## src/rtl/me_control.sv

```systemverilog
`default_nettype none
// ============================================================================
// Module   : me_control
// Purpose  : Sequencer for a 16-PE full-search motion-estimation array.
//            One search walks a 13-bit counter through 4112 RUN cycles
//            (16 passes x 256 reference pixels, plus a 16-cycle tail that
//            drains the last pass). It drives the reference and search-window
//            addresses, the per-PE source selects, the PE capture strobe and
//            the comparator handshake, including the motion vector candidate.
// Ports    : clock      - rising-edge clock
//            reset      - synchronous, active-high reset
//            start      - begin one search (accepted only in IDLE)
//            BestDist   - comparator best distortion (early termination only)
//            busy       - high while searching
//            done       - one-cycle pulse when a search completes
//            AddressR   - reference-block address {row, col}
//            AddressS1  - search-window address, left half
//            AddressS2  - search-window address, right half
//            S1S2mux    - per-PE search-source select
//            pflag      - PE result-capture strobe
//            CompStart  - comparator enable (low clears its best distortion)
//            PEready    - index of the PE result under comparison
//            vectorX    - two's-complement horizontal motion candidate
//            vectorY    - two's-complement vertical motion candidate
// Options  : define ME_EARLY_TERM_EN to stop the search as soon as the
//            comparator reports a zero distortion.
// Revision : 1.0 - initial release
// ============================================================================
module me_control (
  input  logic        clock,
  input  logic        reset,
  input  logic        start,
  input  logic [7:0]  BestDist,
  output logic        busy,
  output logic        done,
  output logic [7:0]  AddressR,
  output logic [9:0]  AddressS1,
  output logic [9:0]  AddressS2,
  output logic [15:0] S1S2mux,
  output logic        pflag,
  output logic        CompStart,
  output logic [3:0]  PEready,
  output logic [3:0]  vectorX,
  output logic [3:0]  vectorY
);

  typedef enum logic [1:0] {
    ST_IDLE = 2'd0,
    ST_RUN  = 2'd1,
    ST_DONE = 2'd2
  } state_t;

  localparam logic [12:0] c_LAST_COUNT   = 13'd4111;
  localparam logic [12:0] c_WINDOW_START = 13'd256;

  state_t      r_state;
  state_t      w_state_nxt;
  logic [12:0] r_count;
  logic [12:0] w_count_nxt;

  logic [3:0]  w_row;
  logic [3:0]  w_col;
  logic [3:0]  w_pass;
  logic [4:0]  w_win_row;
  logic        w_run;
  logic        w_scan;
  logic        w_window;
  logic        w_early_term;
  logic [15:0] w_mux;

  assign w_row     = r_count[7:4];
  assign w_col     = r_count[3:0];
  assign w_pass    = r_count[11:8];
  assign w_win_row = {1'b0, w_pass} + {1'b0, w_row};
  assign w_run     = (r_state == ST_RUN);
  // Counts 4096..4111 only drain the last pass; no new pixels are addressed.
  assign w_scan    = w_run && !r_count[12];
  // Results of pass p-1 are compared during the first 16 cycles of pass p.
  assign w_window  = w_run && (r_count[12:8] != 5'd0) && (w_row == 4'd0);

`ifdef ME_EARLY_TERM_EN
  // A perfect match cannot be improved on, so the remaining passes are skipped.
  assign w_early_term = CompStart && (BestDist == 8'h00);
`else
  logic w_unused_bestdist;
  assign w_unused_bestdist = ^BestDist;
  assign w_early_term      = 1'b0;
`endif

  // PE i takes its sample from the S1 half until the column reaches i.
  genvar gi;
  generate
    for (gi = 0; gi < 16; gi++) begin : g_mux
      assign w_mux[gi] = (w_col >= 4'(gi));
    end
  endgenerate

  // --------------------------------------------------------------------------
  // State / counter
  // --------------------------------------------------------------------------
  always_ff @(posedge clock) begin
    if (reset) begin
      r_state <= ST_IDLE;
      r_count <= '0;
    end else begin
      r_state <= w_state_nxt;
      r_count <= w_count_nxt;
    end
  end

  always_comb begin
    w_state_nxt = r_state;
    w_count_nxt = r_count;
    case (r_state)
      ST_IDLE: begin
        w_count_nxt = '0;
        if (start) begin
          w_state_nxt = ST_RUN;
        end
      end
      ST_RUN: begin
        if ((r_count == c_LAST_COUNT) || w_early_term) begin
          w_state_nxt = ST_DONE;
          w_count_nxt = '0;
        end else begin
          w_count_nxt = r_count + 13'd1;
        end
      end
      ST_DONE: begin
        w_state_nxt = ST_IDLE;
        w_count_nxt = '0;
      end
      default: begin
        w_state_nxt = ST_IDLE;
        w_count_nxt = '0;
      end
    endcase
  end

  // --------------------------------------------------------------------------
  // Registered outputs (one cycle behind state/count)
  // --------------------------------------------------------------------------
  always_ff @(posedge clock) begin
    if (reset) begin
      busy      <= 1'b0;
      done      <= 1'b0;
      pflag     <= 1'b0;
      CompStart <= 1'b0;
      AddressR  <= '0;
      AddressS1 <= '0;
      AddressS2 <= '0;
      S1S2mux   <= '0;
      PEready   <= '0;
      vectorX   <= '0;
      vectorY   <= '0;
    end else begin
      busy      <= w_run;
      done      <= (r_state == ST_DONE);
      pflag     <= w_scan && (r_count[7:0] == 8'hFF);
      // Held through DONE so the comparator keeps its result until the
      // next search clears it.
      CompStart <= (w_run && (r_count >= c_WINDOW_START)) || (r_state == ST_DONE);

      // Addresses freeze at their last scan values during the drain tail.
      if (w_scan) begin
        AddressR  <= r_count[7:0];
        AddressS1 <= {w_win_row, 1'b0, w_col};
        AddressS2 <= {w_win_row, 1'b1, w_col};
        S1S2mux   <= w_mux;
      end

      // Held outside the window so the comparator sees a stable candidate.
      if (w_window) begin
        PEready <= w_col;
        vectorX <= w_col - 4'd8;
        // (count[12:8] - 1) - 8 reduced to 4 bits.
        vectorY <= w_pass - 4'd9;
      end
    end
  end

endmodule
`default_nettype wire
```

## config.mk

```make
export PLATFORM = sky130hd
export DESIGN_NAME = me_control
export DESIGN_NICKNAME = d
export VERILOG_FILES = /design/src/rtl/me_control.sv
export SDC_FILE = /design/constraint.sdc
export NUM_CORES = 1
export LEC_CHECK = 0
export BUFFER_PORTS_ARGS = -buffer_cell sky130_fd_sc_hd__buf_2
export CAP_MARGIN = 20
export CORE_UTILIZATION = 55
export DETAILED_ROUTE_END_ITERATION = 7
export MAX_ROUTING_LAYER = met4
export PLACE_DENSITY = 0.82
export SLEW_MARGIN = 10
export SYNTH_ARGS = -nofsm -noshare
export SYNTH_HDL_FRONTEND = slang
export SYNTH_SLANG_ARGS = --single-unit
```

## constraint.sdc

```tcl
create_clock -name clock -period 4.9 [get_ports clock]
set_input_delay 0.49 -clock clock [delete_from_list [all_inputs] [get_ports clock]]
set_output_delay 0.49 -clock clock [all_outputs]
set_load 0.02 [all_outputs]
```

==> results.py, run 1 <==
metrics = {
    "route": {
        "post_drt_wl_per_cell_um": 13.5,
        "dr.pass1.iters": 6,
        "vias": 2070,
        "drtIter0Drc": 168,
        "final_antenna_net_count": 0,
        "drc": 12,
        "wl_um": 5140,
        "routed_via_density": 5.45,
    },
    "sta": {
        "totalNegativeSetupSlack_ps": 0,
        "period_minus_slack_ps": 2240,
        "hold_violations": 0,
        "setup_ws_ps": 2660,
        "fmax_ghz": 0.446,
        "final_max_slew_viol_count": 0,
        "tightest_slew_ps": 828,
        "setup_viol": 0,
        "clock_skew_ps": 5.44,
        "period_share_pct": 45.8,
        "rsz0062_at_grt": "no",
        "timing.slew.headroom_pct": 44.8,
    },
    "die": {
        "coreArea_sq_mm": 0.00444,
        "io_pins": 71,
        "die_area_sq_mm": 0.00500,
        "rows": 24,
        "initial_utilization_pct": 58.4,
        "die_h_um": 70.7,
        "fp.dieW_um": 70.7,
    },
    "clocking": {
        "cts.sinks": 57,
        "cts.path.max_buffers": 2,
        "cts_buffers": 9,
        "cts_root_buffer": "clkbuf_8",
        "htreeDepth": 3,
        "cts_tree": "built",
        "insertion_delay_ps": 340,
        "clk_pin_slew_ps": 70,
        "cts_setup_buffers": 0,
        "cts_resized": 0,
        "ctsHoldBuffers": 0,
    },
    "finish": {
        "drive_gt1_share_pct": 26.2,
        "nFillCells": 388,
        "insertedDiodeCount": 0,
        "fin_util_pct": 66.4,
        "final_common_cell": "buf_2",
        "fin_nets": 347,
        "regArea_sq_mm": 0.00114,
        "area_growth_pct": 13.6,
        "final_cell_mix": "buf_2 (61), dfxtp_1 (57), nand2_1 (34), nor2_1 (28), a21oi_1 (23)",
        "multiInputGateArea_sq_mm": 0.00117,
    },
    "synthesis": {
        "yosys_warnings": 0,
        "synth-seq-area-share_pct": 44.0,
        "syn-cell-area_sq_mm": 0.00259,
        "yosys.area.top_type": "dfxtp_1",
        "synthMuxAreaShare_pct": 1.93,
        "syn_inst": 290,
        "synth_seq_cells": 57,
        "synth_fa_ha_area_share_pct": 6.56,
        "synth_compound_area_share_pct": 11.1,
        "synth_edf_count": 0,
        "synth_area_leaders": "dfxtp_1 (44%), buf_4 (5.8%), ha_1 (5.8%)",
        "synth-simple-area-share_pct": 21.7,
        "syn_nets": 314,
        "yosysUniqueCellTypes": 46,
        "yosysTopAreaCellShare_pct": 44.0,
        "synth_top_flop_cell": "dfxtp_1",
        "synth.avg_cell_area_sq_um": 8.95,
        "synth_top_family_by_area": "simple AND/OR/NAND/NOR gates",
        "synthArstFlopShare_pct": 0,
        "synth_xor_area_share_pct": 3.71,
    },
    "grt": {
        "grt_first_pass_wirelength_um": 8760,
        "grt_max_degree": 43,
        "grtUsageTotal_pct": 23.3,
        "overflow": 0,
        "antenna_found_initial": 0,
        "grt_pass1_vias": 1908,
    },
    "power_and_ir_drop": {
        "ir_worst_vdd_mv": 0.253,
        "p_per_area_mw_per_mm2": 348,
        "p_leak_nw": 1.30,
    },
    "worst_setup_path": {
        "cp_max_fo": 13,
        "cpMaxStageDelayCell": "dfxtp_1",
        "cp-start-kind": "flip-flop",
        "max_stage_delay_ps": 590,
        "crit_path_end_kind": "flip-flop",
        "cp_data_required_time_ps": 5110,
        "critPathKind": "flip-flop to flip-flop",
        "critPathArrivalTime_ps": 2450,
        "path_cells": "ha_1 > and3_1 > and4_1 > nand2b_1 > o22ai_1",
    },
    "status": {
        "status": "complete, but fails checks",
        "violations": "design-rule violations",
    },
    "place": {
        "hpwl_um": 3280,
        "io_buffers": 61,
        "place.gp.congestion": 0.840,
        "place_ws_ps": 2680,
    },
    "flow_run": {
        "drv_cap": 0,
    },
    "min_path": {
        "hold_class": "input pin to flip-flop",
    },
}
==> power by group <==
| part | total, mW | leakage, nW | internal [mW] | switching [mW] |
|---|---|---|---|---|
| Clock | 0.500 | 0.115 | 0.312 | 0.188 |
| Sequential | 0.476 | 0.461 | 0.470 | 0.00571 |
| Combinational | 0.0500 | 0.721 | 0.0139 | 0.0360 |
==> cell families after synthesis <==
family	after synthesis
and+or+nand+nor	110
DFF	57
buffers and inverters	48
AOI/OAI and AO/OA	45
adders and majority gates	13
xor gates and xnor gates	11
muxes	5
other	1
==> routing by layer <==
metal	vias up	wire length [um]	track usage [%]
met2	57	2470	36.6
met3	10	246	5.27
met1	972	2320	27.6
li1	1031	-	-
met4	0	108	12.9
met5	-	0	-
==> stage by stage <==
stage	cells	hold slack [ps]	cell area (sq um)	power [mW]
5_1_grt	380	478	2950	1.06
3_3_place_gp	364	437	2720	0.536
4_1_cts	380	423	2950	1.03
6_report	380	428	2950	1.03
3_5_place_dp	364	442	2720	0.536
2_1_floorplan	290	474	2590	0.526
==> area by class of cell <==
cell class,count,area share [%]
clock buffers,11,5.13
clock inverters,5,2.63
inverters,8,1.02
multi-input cells,185,39.7
flip-flops and latches,57,38.7
well taps,52,2.21
repair buffers,62,10.6
==> flip-flops by register name (all words and copies together) (netlist names), 2 cells and up <==
register and count:
PEready 4, r_count 13, AddressR 8, S1S2mux 15, vectorY 4, AddressS2 6, r_state 2
==> worst paths after layout <==
| path | start | to | slack, ps | cells past startpoint |
|---|---|---|---|---|
| max | r_count[1] | r_count[12] | 2660 | 5 |
| min | start | r_state[0] | 430 | 3 |
| max reg2reg | r_count[1] | r_count[12] | 2660 | 5 |
| min reg2reg | S1S2mux[13] | S1S2mux[13] | 450 | 2 |
==> cells in the mapped netlist, drive strengths merged (2+ instances only) <==
library cell  count
nand3             6
nor3b             3
or3b              2
nor4              3
and4              2
nor2             28
a211oi            7
a21o              2
or3               5
inv               8
dfxtp            57
o211ai            3
buf              28
a21oi            23
nand4             6
nand2b            2
nor4b             2
mux2i             5
xnor2             6
nor3             10
clkbuf           12
nand2            34
ha               12
o21ai             5
xor2              5
==> critical path, delay by kind of cell, from the launching register on <==
family | cells | cell delay (ps)
AOI/OAI and AO/OA | 1 | 120
adders and majority gates | 1 | 400
DFF | 1 | 590
and+or+nand+nor | 3 | 1010
Power figures use the tool's default switching activity.
==> run 2: changes to the inputs <==
Settings changed: CORE_UTILIZATION 55 to 47, PLACE_DENSITY 0.82 to 0.75.
Clock period 4.9 ns to 1.85 ns, I/O delays scaled along.
==> results.py, run 2 (synthesized netlist as in run 1, its figures left out) <==
metrics = {
    "route": {
        "vias": 2080,
        "wl_um": 5220,
        "drc": 0,
        "post_drt_wl_per_cell_um": 12.8,
        "final_antenna_net_count": 0,
        "drtIter0Drc": 121,
        "routed_via_density": 5.09,
        "dr.pass1.iters": 4,
    },
    "die": {
        "die_area_sq_mm": 0.00582,
        "rows": 26,
        "die_h_um": 76.3,
        "io_pins": 71,
        "fp.dieW_um": 76.3,
        "initial_utilization_pct": 49.9,
        "coreArea_sq_mm": 0.00520,
    },
    "min_path": {
        "hold_class": "input pin to flip-flop",
    },
    "sta": {
        "fmax_ghz": 0.592,
        "setup_viol": 0,
        "rsz0062_at_grt": "no",
        "holdWs_ps": 148,
        "period_share_pct": 91.4,
        "totalNegativeSetupSlack_ps": 0,
        "period_minus_slack_ps": 1690,
        "clock_skew_ps": 8.40,
        "setup_ws_ps": 160,
        "hold_violations": 0,
        "final_max_slew_viol_count": 0,
    },
    "power_and_ir_drop": {
        "p_per_area_mw_per_mm2": 788,
        "ir_worst_vdd_mv": 0.531,
        "p_leak_nw": 1.34,
    },
    "finish": {
        "final_common_cell": "buf_2",
        "top_register": "S1S2mux",
        "drive_gt1_share_pct": 28.6,
        "largest_register_ffs": 15,
        "insertedDiodeCount": 0,
        "final_cell_count_no_fill": 409,
        "top_regs": "S1S2mux x15, r_count x13, AddressR x8",
        "area_growth_pct": 15.9,
        "final_cell_mix": "buf_2 (61), dfxtp_1 (56), nand2_1 (34), nor2_1 (28), a21oi_1 (23)",
        "fin_nets": 359,
        "fin_util_pct": 57.8,
    },
    "place": {
        "place_ws_ps": 77.1,
        "place.gp.congestion": 0.889,
        "io_buffers": 61,
        "dp_cells": 394,
        "hpwl_um": 3520,
    },
    "flow_run": {
        "drv_cap": 0,
    },
    "grt": {
        "grt_max_degree": 42,
        "antenna_found_initial": 0,
        "grtUsageTotal_pct": 20.1,
        "overflow": 0,
        "grt_pass1_vias": 1962,
        "grt_first_pass_wirelength_um": 9050,
    },
    "worst_setup_path": {
        "cp_data_required_time_ps": 2050,
        "crit_path_end_kind": "flip-flop",
        "cp-start-kind": "flip-flop",
        "critPathKind": "flip-flop to flip-flop",
        "critPathArrivalTime_ps": 1890,
        "cp_max_fo": 8,
    },
    "clocking": {
        "htreeDepth": 3,
        "insertion_delay_ps": 330,
        "ctsHoldBuffers": 0,
        "cts_tree": "built",
        "cts_setup_buffers": 0,
        "cts_buffers": 9,
        "cts_root_buffer": "clkbuf_8",
        "cts.path.max_buffers": 2,
        "cts.sinks": 57,
        "clk_pin_slew_ps": 60,
    },
    "status": {
        "status": "completed",
    },
}
[run 2: changes by cell type in the layout (fill, tap and decap cells not counted)]
cell and change:
dfxtp_2 +1, clkinvlp_4 -1, clkinv_2 +2, clkbuf_8 -1, dfxtp_1 -1, buf_4 +11, bufinv_16 -2, clkbuf_1 +1
buf_12 +1
[run 2: report_power, final]
part           internal, mW  switching, mW  total (mW)  leakage (nW)
Clock                 0.505          0.459       0.964        0.0887
Combinational        0.0454          0.102       0.148         0.786
Sequential             1.25         0.0122        1.26         0.462
[run 2: path summary, 6_finish.rpt]
path,from,end,slack (ps),cells past startpoint
min reg2reg,AddressR[5],AddressR[5],450,2
min,start,r_state[0],150,3
max reg2reg,r_count[4],AddressS2[9],160,5
max,r_count[4],AddressS2[9],160,5
[run 2: repair_timing]
item	CTS	global route
endpoints found under the hold margin	0	0
endpoints found under the setup margin	0	6
resized for setup	0	1
[run 2: metal layers]
metal	track usage, %	vias to the layer above	share of wire [%]
li1	-	1059	-
met1	24.7	964	47
met2	31.7	49	47
met3	4.67	8	4.3
met4	8.65	0	1.6
met5	-	-	0
[run 2: cell type report]
type | instances | area (sq um)
Fill cell | 510 | 2200
Multi-Input combinational cell | 185 | 1170
Sequential cell | 57 | 1140
Timing Repair Buffer | 74 | 415
Clock buffer | 11 | 141
Tap cell | 70 | 87.6
Inverter | 8 | 30.0
Clock inverter | 4 | 20.0
[run 2: through the flow]
step / total power [mW] / cell area [sq um]
after global placement: 1.43 / 2850
final: 2.37 / 3010
after global routing: 2.48 / 3010
after floorplan: 1.39 / 2590
after detailed placement: 1.43 / 2850
after CTS: 2.40 / 3010
[run 2: critical path, cell delays in order (launching register included)]
cell and delay (ps):
dfxtp_1 400, ha_1 270, fa_1 400, a21o_1 190, a211oi_1 220, nor3_1 80
==> run 3: changes to the inputs <==
==> constraint.sdc (replaced) <==
create_clock -name clock -period 1.85 [get_ports clock]
set_input_delay 0 -clock clock [delete_from_list [all_inputs] [get_ports clock]]
set_output_delay 0 -clock clock [all_outputs]
set_load 0.02 [all_outputs]
==> results.py, run 3 (synthesized netlist as in run 1, its figures left out) <==
metrics = {
    "status": {
        "status": "completed",
    },
    "finish": {
        "insertedDiodeCount": 0,
        "multiInputGateArea_sq_mm": 0.00117,
        "largest_register_ffs": 15,
        "final_cell_mix": "buf_2 (61), dfxtp_1 (56), nand2_1 (34), nor2_1 (28), a21oi_1 (23)",
        "top_register": "S1S2mux",
        "nFillCells": 473,
        "fin_nets": 361,
        "final_common_cell": "buf_2",
        "area_growth_pct": 17.9,
        "top_regs": "S1S2mux x15, r_count x13, AddressR x8",
        "final_cell_count_no_fill": 412,
        "drive_gt1_share_pct": 28.7,
        "regArea_sq_mm": 0.00114,
    },
    "worst_setup_path": {
        "cp-start-kind": "flip-flop",
        "timing.rr.end": "AddressS2[9]",
        "critPathKind": "flip-flop to flip-flop",
        "path_cells": "ha_1 > fa_1 > a21o_1 > a211oi_1 > nor3_1",
        "critPathArrivalTime_ps": 1920,
        "max_stage_delay_ps": 410,
        "reg2reg_depth": 5,
        "crit_path_end_kind": "flip-flop",
        "crit_family": "adder cells",
        "cpMaxStageDelayCell": "dfxtp_1",
        "rrSetupSlack_ps": 140,
        "cp_data_required_time_ps": 2050,
        "cp_num_buf_inv": 0,
        "r2r-start": "r_count[4]",
        "cp_max_fo": 8,
    },
    "clocking": {
        "cts.path.max_buffers": 2,
        "insertion_delay_ps": 330,
        "cts_setup_buffers": 0,
        "cts.sinks": 57,
        "clk_pin_slew_ps": 60,
        "cts_buffers": 9,
        "cts_tree": "built",
        "cts_root_buffer": "clkbuf_8",
        "htreeDepth": 3,
    },
    "route": {
        "drtIter0Drc": 87,
        "post_drt_wl_per_cell_um": 12.7,
        "final_antenna_net_count": 0,
        "drc": 0,
        "wl_um": 5250,
        "routed_via_density": 5.03,
        "dr.pass1.iters": 4,
        "vias": 2072,
    },
    "sta": {
        "period_share_pct": 92.6,
        "hold_violations": 0,
        "clock_skew_ps": 3.25,
        "totalNegativeSetupSlack_ps": 0,
        "rsz0062_at_grt": "no",
        "holdWs_ps": 448,
        "setup_viol": 0,
        "fmax_ghz": 0.584,
        "final_max_slew_viol_count": 0,
        "period_minus_slack_ps": 1710,
    },
    "grt": {
        "grt_max_degree": 42,
        "grt_first_pass_wirelength_um": 8990,
        "antenna_found_initial": 0,
        "grt_pass1_vias": 1986,
        "grtUsageTotal_pct": 20.1,
        "overflow": 0,
    },
    "min_path": {
        "min_delay_path_depth": 2,
        "hold_class": "flip-flop to flip-flop",
        "min_to": "S1S2mux[13]",
        "hp-start": "S1S2mux[13]",
    },
    "place": {
        "io_buffers": 61,
        "place.gp.congestion": 0.893,
        "dp_cells": 394,
        "hpwl_um": 3580,
    },
    "die": {
        "die_h_um": 76.3,
        "initial_utilization_pct": 49.9,
        "coreArea_sq_mm": 0.00520,
        "rows": 26,
        "die_area_sq_mm": 0.00582,
        "io_pins": 71,
        "fp.dieW_um": 76.3,
    },
    "power_and_ir_drop": {
        "pwr-share-clk_pct": 44.1,
        "p_sw_share_pct": 23.6,
        "p_leak_nw": 1.36,
        "ir_worst_vdd_mv": 0.449,
        "combPwrFrac_pct": 5.9,
        "internal_power_mw": 1.92,
        "p_sw_mw": 0.595,
        "p_per_area_mw_per_mm2": 823,
        "power_frac_seq_pct": 49.9,
    },
    "flow_run": {
        "drv_cap": 0,
    },
}
==> run 3: cell count changes in the layout (fill, tap and decap cells not counted) <==
cell           delta
clkinv_2          -2
clkbuf_8          +3
dlygate4sd3_1     +2
==> run 3: layout make-up <==
cell class,count,area share (%)
clock buffer,14,5.97
multi-input combinational,185,38.3
clock inverter,2,0.327
inverter,8,0.982
sequential,57,37.3
timing repair buffer,76,14.2
tap,70,2.86
==> run 3: worst max-delay path by stage <==
stage / cells past startpoint / start / slack, ps / endpoint
floorplan: 8 / r_count[8] / 130 / PEready[1]
global placement: 7 / r_count[8] / 130 / PEready[0]
detailed placement: 7 / r_count[8] / 90 / vectorY[3]
CTS: 7 / r_count[8] / 80 / PEready[2]
global route: 5 / r_count[4] / 40 / AddressS2[9]
finish: 5 / r_count[4] / 140 / AddressS2[9]
==> run 3: what timing repair did <==
item / 4_1_cts / 5_1_grt
hold endpoints to repair: 3 / 0
hold buffers: 2 / 0
setup endpoints to repair: 0 / 3
resized for setup: 0 / 1
==> run 3: tightest hold or removal path: stages (launching register included) <==
cell	delay, ps
dfxtp_1	310
nand2_1	50
a21oi_1	50
==> run 3: power by group through the flow <==
stage          Clock (mW)  Sequential, mW  Combinational [mW]
2_1_floorplan           0            1.30              0.0934
3_3_place_gp            0            1.28               0.147
3_5_place_dp            0            1.28               0.149
4_1_cts              1.13            1.26               0.152
5_1_grt              1.18            1.26               0.165
6_report             1.11            1.26               0.150
==> run 3: metal layers <==
metal	GRT usage [%]	up-vias	part of all wire, %
met5	-	-	0
met4	9.81	0	2.1
met3	4.43	12	4.1
met2	31.7	51	46
met1	24.3	949	47
li1	-	1060	-
==> run 3: through the flow <==
step           total power, mW  area [sq um]  util [%]  setup slack [ps]
6_report                  2.52          3060      58.8               137
5_1_grt                   2.60          3060      58.8              41.9
4_1_cts                   2.53          3060      58.8              81.0
3_5_place_dp              1.43          2850      54.7              90.1
3_3_place_gp              1.43          2850      54.7               125
2_1_floorplan             1.39          2590         -               132
